--- src/rtl/obc_pkg.sv ---
// Shared types and defaults for the OBC distributed-arithmetic accumulator.
// The saturating final stage is enabled by defining OBC_ACC_SAT_EN.
package obc_pkg;

   localparam int unsigned W      = 32;  // ROM word / result width, Q10.21
   localparam int unsigned N_BITS = 16;  // bit-slices per frame
   localparam int unsigned GUARD  = 4;   // accumulator headroom bits

   typedef logic signed [W-1:0]       rom_word_t;
   typedef logic signed [W+GUARD-1:0] acc_t;

   typedef enum logic {IDLE, ACC} state_t;

   // Width of a slice index; never narrower than one bit.
   function automatic int unsigned idx_width(input int unsigned n);
      return (n > 1) ? $clog2(n) : 1;
   endfunction

endpackage

--- src/rtl/obc_da_accumulator_if.sv ---
// Slice/result bus between the bit-slice sequencer (master) and the accumulator (slave).
interface obc_da_accumulator_if #(
   parameter int unsigned W     = 32,
   parameter int unsigned IDX_W = 4
);

   logic                start;
   logic signed [W-1:0] offset;
   logic                in_valid;
   logic signed [W-1:0] rom0;
   logic signed [W-1:0] rom1;
   logic signed [W-1:0] rom2;
   logic signed [W-1:0] rom3;
   logic signed [W-1:0] rom4;
   logic signed [W-1:0] rom5;
   logic signed [W-1:0] rom6;
   logic signed [W-1:0] rom7;
   logic                busy;
   logic [IDX_W-1:0]    slice_idx;
   logic signed [W-1:0] result;
   logic                done;

   modport master (
      output start, offset, in_valid, rom0, rom1, rom2, rom3, rom4, rom5, rom6, rom7,
      input  busy, slice_idx, result, done
   );

   modport slave (
      input  start, offset, in_valid, rom0, rom1, rom2, rom3, rom4, rom5, rom6, rom7,
      output busy, slice_idx, result, done
   );

endinterface

--- src/rtl/obc_adder_tree.sv ---
// Eight-input signed combinational adder tree, W-bit inputs, W+GUARD-bit sum.
module obc_adder_tree #(
   parameter int unsigned W     = 32,
   parameter int unsigned GUARD = 4
) (
   input  logic signed [W-1:0]       i_word [8],
   output logic signed [W+GUARD-1:0] o_sum
);

   localparam int unsigned AW = W + GUARD;

   logic signed [AW-1:0] w_l1 [4];
   logic signed [AW-1:0] w_l2 [2];

   // Sign-extend at the leaves so every stage adds at full accumulator width.
   assign w_l1[0] = AW'(i_word[0]) + AW'(i_word[1]);
   assign w_l1[1] = AW'(i_word[2]) + AW'(i_word[3]);
   assign w_l1[2] = AW'(i_word[4]) + AW'(i_word[5]);
   assign w_l1[3] = AW'(i_word[6]) + AW'(i_word[7]);
   assign w_l2[0] = w_l1[0] + w_l1[1];
   assign w_l2[1] = w_l1[2] + w_l1[3];
   assign o_sum   = w_l2[0] + w_l2[1];

endmodule

--- src/rtl/obc_da_accumulator.sv ---
// OBC shift-accumulator: sums eight ROM words per bit-slice, accumulates LSB-first with
// offset-binary correction, subtracts the sign slice and emits one signed result per frame.
// Define OBC_ACC_SAT_EN to saturate the final value instead of wrapping it.
module obc_da_accumulator #(
   parameter int unsigned N_BITS = obc_pkg::N_BITS,
   parameter int unsigned W      = obc_pkg::W,
   parameter int unsigned GUARD  = obc_pkg::GUARD
) (
   input  logic                 clk,
   input  logic                 rst_n,
   obc_da_accumulator_if.slave  bus
);

   import obc_pkg::*;

   localparam int unsigned AW    = W + GUARD;
   localparam int unsigned IDX_W = idx_width(N_BITS);
   localparam int unsigned HW    = AW - W + 2;  // bits AW..W-1 of the final value

   state_t               r_state, w_state_d;
   logic signed [AW-1:0] r_acc, w_acc_d;
   logic [IDX_W-1:0]     r_idx, w_idx_d;
   logic signed [W-1:0]  r_result, w_result_d;
   logic                 r_done, w_done_d;

   logic signed [W-1:0]  w_rom [8];
   logic signed [AW-1:0] w_slice_sum;
   logic signed [AW:0]   w_acc_ext;
   logic signed [AW:0]   w_sum_ext;
   logic signed [AW:0]   w_final;
   logic signed [W-1:0]  w_final_w;
   logic                 w_last;

   assign w_rom[0] = bus.rom0;
   assign w_rom[1] = bus.rom1;
   assign w_rom[2] = bus.rom2;
   assign w_rom[3] = bus.rom3;
   assign w_rom[4] = bus.rom4;
   assign w_rom[5] = bus.rom5;
   assign w_rom[6] = bus.rom6;
   assign w_rom[7] = bus.rom7;

   obc_adder_tree #(
      .W     (W),
      .GUARD (GUARD)
   ) u_tree (
      .i_word (w_rom),
      .o_sum  (w_slice_sum)
   );

   // One extra bit keeps acc+S and acc-S exact before shifting / reducing.
   assign w_acc_ext = (AW+1)'(r_acc);
   assign w_sum_ext = w_acc_ext + (AW+1)'(w_slice_sum);
   assign w_final   = w_acc_ext - (AW+1)'(w_slice_sum);
   assign w_last    = (r_idx == IDX_W'(N_BITS - 1));

`ifdef OBC_ACC_SAT_EN
   logic signed [HW-1:0] w_hi;

   assign w_hi = HW'(w_final >>> (W - 1));

   // Clamp when the bits above the W-bit sign position disagree with it.
   always_comb begin
      if ((&w_hi) || !(|w_hi)) begin
         w_final_w = W'(w_final);
      end else if (w_final[AW]) begin
         w_final_w = {1'b1, {(W-1){1'b0}}};
      end else begin
         w_final_w = {1'b0, {(W-1){1'b1}}};
      end
   end
`else
   assign w_final_w = W'(w_final);
`endif

   // Next-state: start loads the offset; each accepted slice shifts in, the sign slice finishes.
   always_comb begin
      w_state_d  = r_state;
      w_acc_d    = r_acc;
      w_idx_d    = r_idx;
      w_result_d = r_result;
      w_done_d   = 1'b0;
      unique case (r_state)
         IDLE: begin
            if (bus.start) begin
               w_acc_d   = AW'(bus.offset);
               w_idx_d   = '0;
               w_state_d = ACC;
            end
         end
         ACC: begin
            if (bus.in_valid) begin
               if (w_last) begin
                  w_result_d = w_final_w;
                  w_done_d   = 1'b1;
                  w_idx_d    = '0;
                  w_state_d  = IDLE;
               end else begin
                  w_acc_d = AW'(w_sum_ext >>> 1);
                  w_idx_d = r_idx + IDX_W'(1);
               end
            end
         end
      endcase
   end

   // State register; reset discards any frame in flight.
   always_ff @(posedge clk or negedge rst_n) begin
      if (!rst_n) begin
         r_state  <= IDLE;
         r_acc    <= '0;
         r_idx    <= '0;
         r_result <= '0;
         r_done   <= 1'b0;
      end else begin
         r_state  <= w_state_d;
         r_acc    <= w_acc_d;
         r_idx    <= w_idx_d;
         r_result <= w_result_d;
         r_done   <= w_done_d;
      end
   end

   assign bus.busy      = (r_state == ACC);
   assign bus.slice_idx = r_idx;
   assign bus.result    = r_result;
   assign bus.done      = r_done;

endmodule

--- src/flat_wrapper.sv ---
// flat-port wrapper written by rule: the top's interface ports become plain ports
module obc_da_accumulator_flat import obc_pkg::*;
#(
   parameter int unsigned N_BITS = obc_pkg::N_BITS,
   parameter int unsigned W      = obc_pkg::W,
   parameter int unsigned GUARD  = obc_pkg::GUARD
)
  (clk, rst_n, bus_start, bus_offset, bus_in_valid, bus_rom0, bus_rom1, bus_rom2, bus_rom3, bus_rom4, bus_rom5, bus_rom6, bus_rom7, bus_busy, bus_slice_idx, bus_result, bus_done);
  obc_da_accumulator_if #(.W(W), .IDX_W((4))) bus_i ();
  input  logic clk;
  input  logic rst_n;
  input wire logic [$bits(bus_i.start)-1:0] bus_start;
  input wire logic [$bits(bus_i.offset)-1:0] bus_offset;
  input wire logic [$bits(bus_i.in_valid)-1:0] bus_in_valid;
  input wire logic [$bits(bus_i.rom0)-1:0] bus_rom0;
  input wire logic [$bits(bus_i.rom1)-1:0] bus_rom1;
  input wire logic [$bits(bus_i.rom2)-1:0] bus_rom2;
  input wire logic [$bits(bus_i.rom3)-1:0] bus_rom3;
  input wire logic [$bits(bus_i.rom4)-1:0] bus_rom4;
  input wire logic [$bits(bus_i.rom5)-1:0] bus_rom5;
  input wire logic [$bits(bus_i.rom6)-1:0] bus_rom6;
  input wire logic [$bits(bus_i.rom7)-1:0] bus_rom7;
  output wire logic [$bits(bus_i.busy)-1:0] bus_busy;
  output wire logic [$bits(bus_i.slice_idx)-1:0] bus_slice_idx;
  output wire logic [$bits(bus_i.result)-1:0] bus_result;
  output wire logic [$bits(bus_i.done)-1:0] bus_done;
  assign bus_i.start = bus_start;
  assign bus_i.offset = bus_offset;
  assign bus_i.in_valid = bus_in_valid;
  assign bus_i.rom0 = bus_rom0;
  assign bus_i.rom1 = bus_rom1;
  assign bus_i.rom2 = bus_rom2;
  assign bus_i.rom3 = bus_rom3;
  assign bus_i.rom4 = bus_rom4;
  assign bus_i.rom5 = bus_rom5;
  assign bus_i.rom6 = bus_rom6;
  assign bus_i.rom7 = bus_rom7;
  assign bus_busy = bus_i.busy;
  assign bus_slice_idx = bus_i.slice_idx;
  assign bus_result = bus_i.result;
  assign bus_done = bus_i.done;
  obc_da_accumulator #(.N_BITS(N_BITS), .W(W), .GUARD(GUARD)) u_core (.clk(clk), .rst_n(rst_n), .bus(bus_i));
endmodule
--- config.mk ---
export PLATFORM = sky130hd
export DESIGN_NAME = obc_da_accumulator_flat
export DESIGN_NICKNAME = d
export VERILOG_FILES = /design/src/rtl/obc_pkg.sv /design/src/rtl/obc_da_accumulator_if.sv /design/src/rtl/obc_adder_tree.sv /design/src/rtl/obc_da_accumulator.sv /design/src/flat_wrapper.sv
export SDC_FILE = /design/constraint.sdc
export NUM_CORES = 1
export LEC_CHECK = 0
export BUFFER_PORTS_ARGS = -buffer_cell sky130_fd_sc_hd__buf_4
export CORE_MARGIN = 8
export CORE_UTILIZATION = 51
export DETAILED_ROUTE_END_ITERATION = 8
export GPL_TIMING_DRIVEN = 0
export HOLD_SLACK_MARGIN = 0.08
export PLACE_DENSITY = 0.8
export SLEW_MARGIN = 20
export SYNTH_ARGS = -nofsm -noshare
export SYNTH_HDL_FRONTEND = slang
export SYNTH_SLANG_ARGS = --single-unit
export TNS_END_PERCENT = 5
--- constraint.sdc ---
create_clock -name clk -period 3.5 [get_ports clk]
set_clock_uncertainty 0.2 [all_clocks]
set_input_delay 0.35 -clock clk [delete_from_list [all_inputs] [get_ports clk]]
set_output_delay 0.35 -clock clk [all_outputs]
set_load 0.005 [all_outputs]
==> flow_metrics.py, run 1 <==
metrics = {
    "logic_synthesis": {
        "synth.area.top_cells": "sky130_fd_sc_hd__fa_1 (30%), sky130_fd_sc_hd__dfrtp_1 (14%), sky130_fd_sc_hd__inv_1 (12%)",
        "yosysWarnings": 0,
        "postSynthAreaPerCell_um2": 8.42,
        "syn_nets": 2184,
        "flop_and_latch_count_out_of_synthesis": 74,
        "post-synth-top-area-cell": "sky130_fd_sc_hd__fa_1",
        "post_synth_instance_area_um2": 13400,
        "synth_common_cells": "sky130_fd_sc_hd__inv_1 (437), sky130_fd_sc_hd__fa_1 (197), sky130_fd_sc_hd__a21oi_1 (111), sky130_fd_sc_hd__ha_1 (108), sky130_fd_sc_hd__nand2_1 (99)",
        "synth.lib_cells_used.distinct": 68,
        "part_of_the_yosys_area_used_for_sequential_elements": 0.139,
        "synth_most_common_cell": "sky130_fd_sc_hd__inv_1",
        "synthFlopType": "sky130_fd_sc_hd__dfrtp_1",
        "synthArstFlopShare": 1.00,
        "synth_top_cell_area_share": 0.295,
        "synth_enable_flop_cells": 0,
        "synthesis.instances": 1587,
    },
    "worst_setup_path": {
        "start_kind": "input port",
        "rr_startpoint": "u_core.r_acc[5]",
        "worst-r2r-setup-slack_ps": -180,
        "critPathCaptureType": "register",
        "worst_path_max_delay_cell": "sky130_fd_sc_hd__fa_1",
        "worstPathMaxFanout": 5,
        "cp_data_arrival_time_ps": 6820,
        "critical_path.most_common_cell": "sky130_fd_sc_hd__fa_1",
        "cp_data_required_time_ps": 3510,
        "crit_type": "input port to register",
        "reg2reg_to": "u_core.bus.result[28]",
        "rr_worst_depth": 13,
        "slowest_delay_ps": 540,
    },
    "hold_path": {
        "worstHoldPathCells": 3,
        "worstHoldStart": "bus_offset[10]",
        "hold_path_end": "u_core.r_acc[10]",
        "min_path_type": "input port to register",
    },
    "detailed_routing": {
        "routed_via_density": 5.31,
        "ant_nets": 0,
        "wl_mm": 40.8,
        "detailedRoute.firstIterationViolations": 632,
        "via_count": 12260,
        "drt_drc_violations_left": 0,
        "firstDrtPassIters": 5,
        "wl_per_cell_um": 17.7,
    },
    "status": {
        "violated_checks": "negative setup slack",
        "run_status": "complete, but fails checks",
    },
    "grt": {
        "number_of_antenna_violations_at_the_first_check_in_global_routing": 0,
        "grt_use_total": 0.253,
        "grt_pass1_vias": 13193,
        "global_route.overflow_total": 0,
        "grt_start_max_net_pins": 75,
        "grt_first_pass_wirelength_mm": 64.1,
    },
    "floorplanning": {
        "row_count": 59,
        "die_area_um2": 31600,
        "fp.coreArea_um2": 25900,
        "floorplan.die.width_um": 178,
        "design.portCount": 330,
        "fp.dieH_um": 178,
        "start_util": 0.516,
    },
    "timing": {
        "timing.final.ws_setup_ps": -3310,
        "rsz0062_at_grt": "yes",
        "hold_viol_final": 0,
        "final_max_slew_viol_count": 0,
        "timing.slew.headroom": 0.292,
        "worstMarginPinSlew_ps": 1060,
        "finalCritPeriodShare": 1.95,
        "max_freq_mhz": 147,
        "fin_crit_ps": 6810,
        "finish_stage_setup_viols": 64,
    },
    "clock_tree": {
        "worstSkewPairLatency_ps": 350,
        "clk_pin_slew_worst_paths_ps": 60,
        "clock-sinks": 74,
        "cts_max_path_buffers": 2,
        "cts-buffers-inserted": 9,
        "clock_tree.root_cell": "sky130_fd_sc_hd__clkbuf_16",
        "cts_htree_levels": 3,
        "tritoncts_clock_tree": "yes",
    },
    "finish": {
        "final_cell_count_no_fill": 2309,
        "num_antenna_cells": 0,
        "syn2layout_area_growth_pct": 34.4,
        "final_core_utilization": 0.693,
        "post-route-cell-area_um2": 17900,
        "finish.net_count": 2566,
        "final_layout_size_suffix_gt1_frac": 0.280,
    },
    "run": {
        "maxCapViolCount": 0,
    },
    "placed_design": {
        "place.port_buffers": 329,
        "dpl_cell_area_um2": 16400,
        "placedCellCount": 2251,
        "dp_worst_setup_slack_ps": -4320,
        "place_congestion": 0.975,
        "place.detailed.hpwl_mm": 33.3,
    },
}
[worst max-delay path, delay by kind of cell]
kind | cells | cell delay [ps]
AO/OA/AOI/OAI | 14 | 2820
XOR/XNOR | 2 | 270
adder cells (fa/ha/maj) | 6 | 2600
buffers and inverters | 7 | 630
AND/OR/NAND/NOR | 2 | 140
[registers in the layout (all words and copies together), names as in the netlist]
register and flops:
u_core.bus.done 1, u_core.bus.busy 1, u_core.bus.result 32, u_core.bus.slice_idx 4
u_core.r_acc 36
[logic make-up (layout without fill, tap and decap cells)]
group | after synthesis | count (layout) | share of synthesized area
buf+inv | 483 | 870 | 0.137
compound gates | 341 | 341 | 0.156
fa+ha+maj | 305 | 305 | 0.396
simple gates | 264 | 264 | 0.0910
xor+xnor | 94 | 94 | 0.0616
flops | 74 | 74 | 0.139
mux | 26 | 26 | 0.0196
[worst max path at each step]
| stage | from | cells after the start | end |
|---|---|---|---|
| 4_1_cts | bus_rom2[3] | 30 | u_core.bus.result[28] |
| 3_5_place_dp | bus_rom5[3] | 31 | u_core.r_acc[29] |
| 6_report | bus_rom3[3] | 31 | u_core.bus.result[28] |
| 3_3_place_gp | bus_rom5[3] | 31 | u_core.r_acc[29] |
| 5_1_grt | bus_rom2[3] | 31 | u_core.bus.result[28] |
| 2_1_floorplan | bus_rom5[3] | 28 | u_core.bus.result[29] |
[stage by stage]
step	setup TNS, ps	hold WS, ps
final	-153460	80.5
after global routing	-167440	81.5
after CTS	-147590	89.1
after detailed placement	-195250	272
after global placement	-189820	258
after floorplan	-144870	-146
[routing by layer]
layer / up-vias / global-route usage / wire (um) / part of all wire
li1: 5682 / - / - / -
met1: 5977 / 0.289 / 15100 / 0.37
met2: 493 / 0.468 / 21700 / 0.53
met4: 0 / 0.0823 / 1350 / 0.033
met3: 108 / 0.0457 / 2740 / 0.067
met5: - / 0 / 0 / 0
[what timing repair did]
item | in CTS | in global routing
pin swaps | 112 | 33
gates resized for setup | 134 | 44
endpoints found under the hold margin | 75 | 0
setup buffers | 40 | 6
setup endpoints to repair | 66 | 66
hold buffers | 2 | 0
[placed cells by master, fill, tap and decap left out, types with 5 or more instances in the layout]
cell type / synthesis / final
sky130_fd_sc_hd__inv_1: 437 / 428
sky130_fd_sc_hd__buf_4: 3 / 370
sky130_fd_sc_hd__fa_1: 197 / 195
sky130_fd_sc_hd__nand2_1: 99 / 92
sky130_fd_sc_hd__ha_1: 108 / 86
sky130_fd_sc_hd__a21oi_1: 111 / 79
sky130_fd_sc_hd__dfrtp_1: 74 / 74
sky130_fd_sc_hd__o21ai_0: 96 / 69
sky130_fd_sc_hd__nor2_1: 71 / 64
sky130_fd_sc_hd__xnor2_1: 66 / 55
sky130_fd_sc_hd__o21ai_1: 11 / 33
sky130_fd_sc_hd__a21oi_2: 0 / 28
sky130_fd_sc_hd__a21o_1: 25 / 25
sky130_fd_sc_hd__mux2i_1: 25 / 25
sky130_fd_sc_hd__clkbuf_1: 36 / 24
sky130_fd_sc_hd__o21bai_1: 27 / 24
sky130_fd_sc_hd__xor2_1: 28 / 22
sky130_fd_sc_hd__nand3_1: 20 / 17
sky130_fd_sc_hd__ha_4: 0 / 15
sky130_fd_sc_hd__nand2b_1: 15 / 13
sky130_fd_sc_hd__xnor2_2: 0 / 10
sky130_fd_sc_hd__nor2b_1: 12 / 9
sky130_fd_sc_hd__nor3_1: 10 / 9
sky130_fd_sc_hd__clkbuf_16: 0 / 9
sky130_fd_sc_hd__a31oi_1: 9 / 8
sky130_fd_sc_hd__inv_2: 1 / 8
sky130_fd_sc_hd__buf_6: 0 / 8
sky130_fd_sc_hd__nand4_1: 7 / 7
sky130_fd_sc_hd__ha_2: 0 / 7
sky130_fd_sc_hd__xor2_2: 0 / 6
sky130_fd_sc_hd__nand2_2: 0 / 6
sky130_fd_sc_hd__o21a_1: 5 / 5
[area by class of cell]
class / instances / area [um2]
flip-flops and latches: 74 / 1850
inverters: 438 / 1660
plain buffers: 40 / 240
fillers: 1907 / 7960
clock buffers: 9 / 225
repair buffers: 376 / 2840
multi-input cells: 1030 / 10600
clock inverters: 7 / 141
well taps: 335 / 419
Power of run 1 is left out: the tool's default activity adds up to more than one toggle a clock period on the data nets, which glitch-free logic cannot reach.
==> run 2: changes to the inputs <==
--- a/config.mk
+++ b/config.mk
@@ -12,6 +12,8 @@
 export GPL_TIMING_DRIVEN = 0
 export HOLD_SLACK_MARGIN = 0.08
 export PLACE_DENSITY = 0.8
+export RECOVER_POWER = 25
+export SKIP_LAST_GASP = 1
 export SLEW_MARGIN = 20
 export SYNTH_ARGS = -nofsm -noshare
 export SYNTH_HDL_FRONTEND = slang
==> flow_metrics.py, run 2 (synthesized netlist as in run 1, its figures left out) <==
metrics = {
    "placed_design": {
        "dpl_cell_area_um2": 16400,
        "dp_worst_setup_slack_ps": -4320,
        "place_congestion": 0.975,
        "place.detailed.hpwl_mm": 33.3,
        "place.port_buffers": 329,
    },
    "worst_setup_path": {
        "worst_path_max_delay_cell": "sky130_fd_sc_hd__fa_1",
        "cp_data_arrival_time_ps": 6830,
        "worst-r2r-setup-slack_ps": -210,
        "slowest_delay_ps": 570,
        "critical_path.most_common_cell": "sky130_fd_sc_hd__fa_1",
        "rr_worst_depth": 15,
        "timing.critical_path.max_delay_family": "compound AO/OA/AOI/OAI gates",
        "worstPathMaxFanout": 5,
        "reg2reg_to": "u_core.bus.result[28]",
        "cp_data_required_time_ps": 3510,
        "crit_type": "input port to register",
        "critPathCaptureType": "register",
        "start_kind": "input port",
        "crit_buf_inv": 7,
        "rr_startpoint": "u_core.r_acc[0]",
    },
    "clock_tree": {
        "clock-sinks": 74,
        "cts_htree_levels": 3,
        "clk_pin_slew_worst_paths_ps": 60,
        "cts-buffers-inserted": 9,
        "cts_max_path_buffers": 2,
        "tritoncts_clock_tree": "yes",
        "worstSkewPairLatency_ps": 350,
        "clock_tree.root_cell": "sky130_fd_sc_hd__clkbuf_16",
    },
    "finish": {
        "num_antenna_cells": 0,
        "post-route-cell-area_um2": 17700,
        "largest_register_ff_count": 36,
        "mostFrequentLayoutCell": "sky130_fd_sc_hd__inv_1",
        "final_layout_size_suffix_gt1_frac": 0.260,
        "leading_cell_types_in_the_layout_fill_and_taps_excluded": "sky130_fd_sc_hd__inv_1 (429), sky130_fd_sc_hd__buf_4 (366), sky130_fd_sc_hd__fa_1 (196)",
        "syn2layout_area_growth_pct": 32.5,
        "finish.net_count": 2568,
        "largest-register": "u_core.r_acc",
    },
    "floorplanning": {
        "fp.coreArea_um2": 25900,
        "die_area_um2": 31600,
        "start_util": 0.516,
        "fp.dieH_um": 178,
        "row_count": 59,
        "floorplan.die.width_um": 178,
        "design.portCount": 330,
    },
    "run": {
        "maxCapViolCount": 1,
    },
    "detailed_routing": {
        "via_count": 12076,
        "routed_via_density": 5.23,
        "wl_per_cell_um": 17.0,
        "wl_mm": 39.4,
        "ant_nets": 0,
        "firstDrtPassIters": 5,
        "drt_drc_violations_left": 0,
        "detailedRoute.firstIterationViolations": 675,
    },
    "timing": {
        "max_freq_mhz": 147,
        "finish_stage_setup_viols": 65,
        "finalCritPeriodShare": 1.95,
        "final_max_slew_viol_count": 75,
        "rsz0062_at_grt": "yes",
        "hold_viol_final": 0,
        "fin_crit_ps": 6820,
        "worstMarginPinSlew_ps": 1980,
        "fin_worst_hold_slack_ps": 98.7,
        "timing.slew.headroom": -0.317,
        "timing.final.ws_setup_ps": -3320,
    },
    "status": {
        "run_status": "complete, but fails checks",
        "violated_checks": "max-capacitance violations, max-slew violations, negative setup slack",
    },
    "grt": {
        "number_of_antenna_violations_at_the_first_check_in_global_routing": 0,
        "grt_start_max_net_pins": 75,
        "global_route.overflow_total": 0,
        "grt_use_total": 0.248,
        "grt_first_pass_wirelength_mm": 63.0,
        "grt_pass1_vias": 12964,
    },
    "hold_path": {
        "worstHoldPathCells": 3,
        "min_path_type": "input port to register",
        "hold_path_end": "u_core.r_acc[7]",
        "worstHoldStart": "bus_offset[7]",
    },
}
[run 2: cell count changes in the layout (fill, tap and decap cells not counted), sizes merged]
cell	delta
clkbuf	+9
buf	-7
[run 2: how the worst max path moves through the flow]
stage                startpoint                    end  slack [ps]  cells after the start
floorplan           bus_rom5[3]  u_core.bus.result[29]       -3190                     28
global route        bus_rom5[8]  u_core.bus.result[29]       -3560                     28
CTS                 bus_rom2[3]  u_core.bus.result[28]       -3230                     30
global placement    bus_rom5[3]       u_core.r_acc[29]       -4210                     31
finish              bus_rom2[3]  u_core.bus.result[28]       -3320                     31
detailed placement  bus_rom5[3]       u_core.r_acc[29]       -4320                     31
[run 2: layout make-up]
| cell class | instances | area [um2] |
|---|---|---|
| Clock buffer | 9 | 225 |
| Sequential cell | 74 | 1850 |
| Timing Repair Buffer | 378 | 2850 |
| Buffer | 40 | 205 |
| Fill cell | 1979 | 8220 |
| Tap cell | 335 | 419 |
| Inverter | 438 | 1660 |
| Multi-Input combinational cell | 1030 | 10300 |
| Clock inverter | 7 | 141 |
[run 2: worst reg2reg max path, cell delays in order (launching register included)]
cell,delay [ps]
sky130_fd_sc_hd__dfrtp_1,400
sky130_fd_sc_hd__inv_1,60
sky130_fd_sc_hd__ha_1,160
sky130_fd_sc_hd__inv_1,50
sky130_fd_sc_hd__fa_1,400
sky130_fd_sc_hd__nand2b_1,90
sky130_fd_sc_hd__a21oi_1,110
sky130_fd_sc_hd__a21o_1,220
sky130_fd_sc_hd__o41a_1,410
sky130_fd_sc_hd__a211o_1,330
sky130_fd_sc_hd__o22a_4,220
sky130_fd_sc_hd__a211oi_2,210
sky130_fd_sc_hd__o21bai_2,120
sky130_fd_sc_hd__a221oi_2,310
sky130_fd_sc_hd__xnor2_1,180
sky130_fd_sc_hd__o21ai_1,80
[run 2: per-layer routing]
| layer | GRT usage | vias to the layer above | wire length, um |
|---|---|---|---|
| met3 | 0.0443 | 80 | 2480 |
| li1 | - | 5690 | - |
| met5 | 0 | - | 0 |
| met2 | 0.463 | 429 | 21000 |
| met4 | 0.0670 | 0 | 1020 |
| met1 | 0.286 | 5877 | 14800 |
[run 2: stage by stage]
stage                     std cells  utilization  setup TNS, ps
after floorplan                1587            -        -144870
final                          2311        0.683        -157960
after CTS                      2303        0.678        -151930
after global placement         2251        0.634        -189820
after global routing           2311        0.683        -173390
after detailed placement       2251        0.634        -195250
[run 2: timing repair]
item                                    in CTS  in global routing
gates resized for setup                     86                 16
endpoints found under the hold margin       75                  0
pin swaps                                   87                 27
setup buffers                               40                  8
hold buffers                                 2                  0
endpoints found under the setup margin      66                 66
Power of run 2 is left out for the same reason.
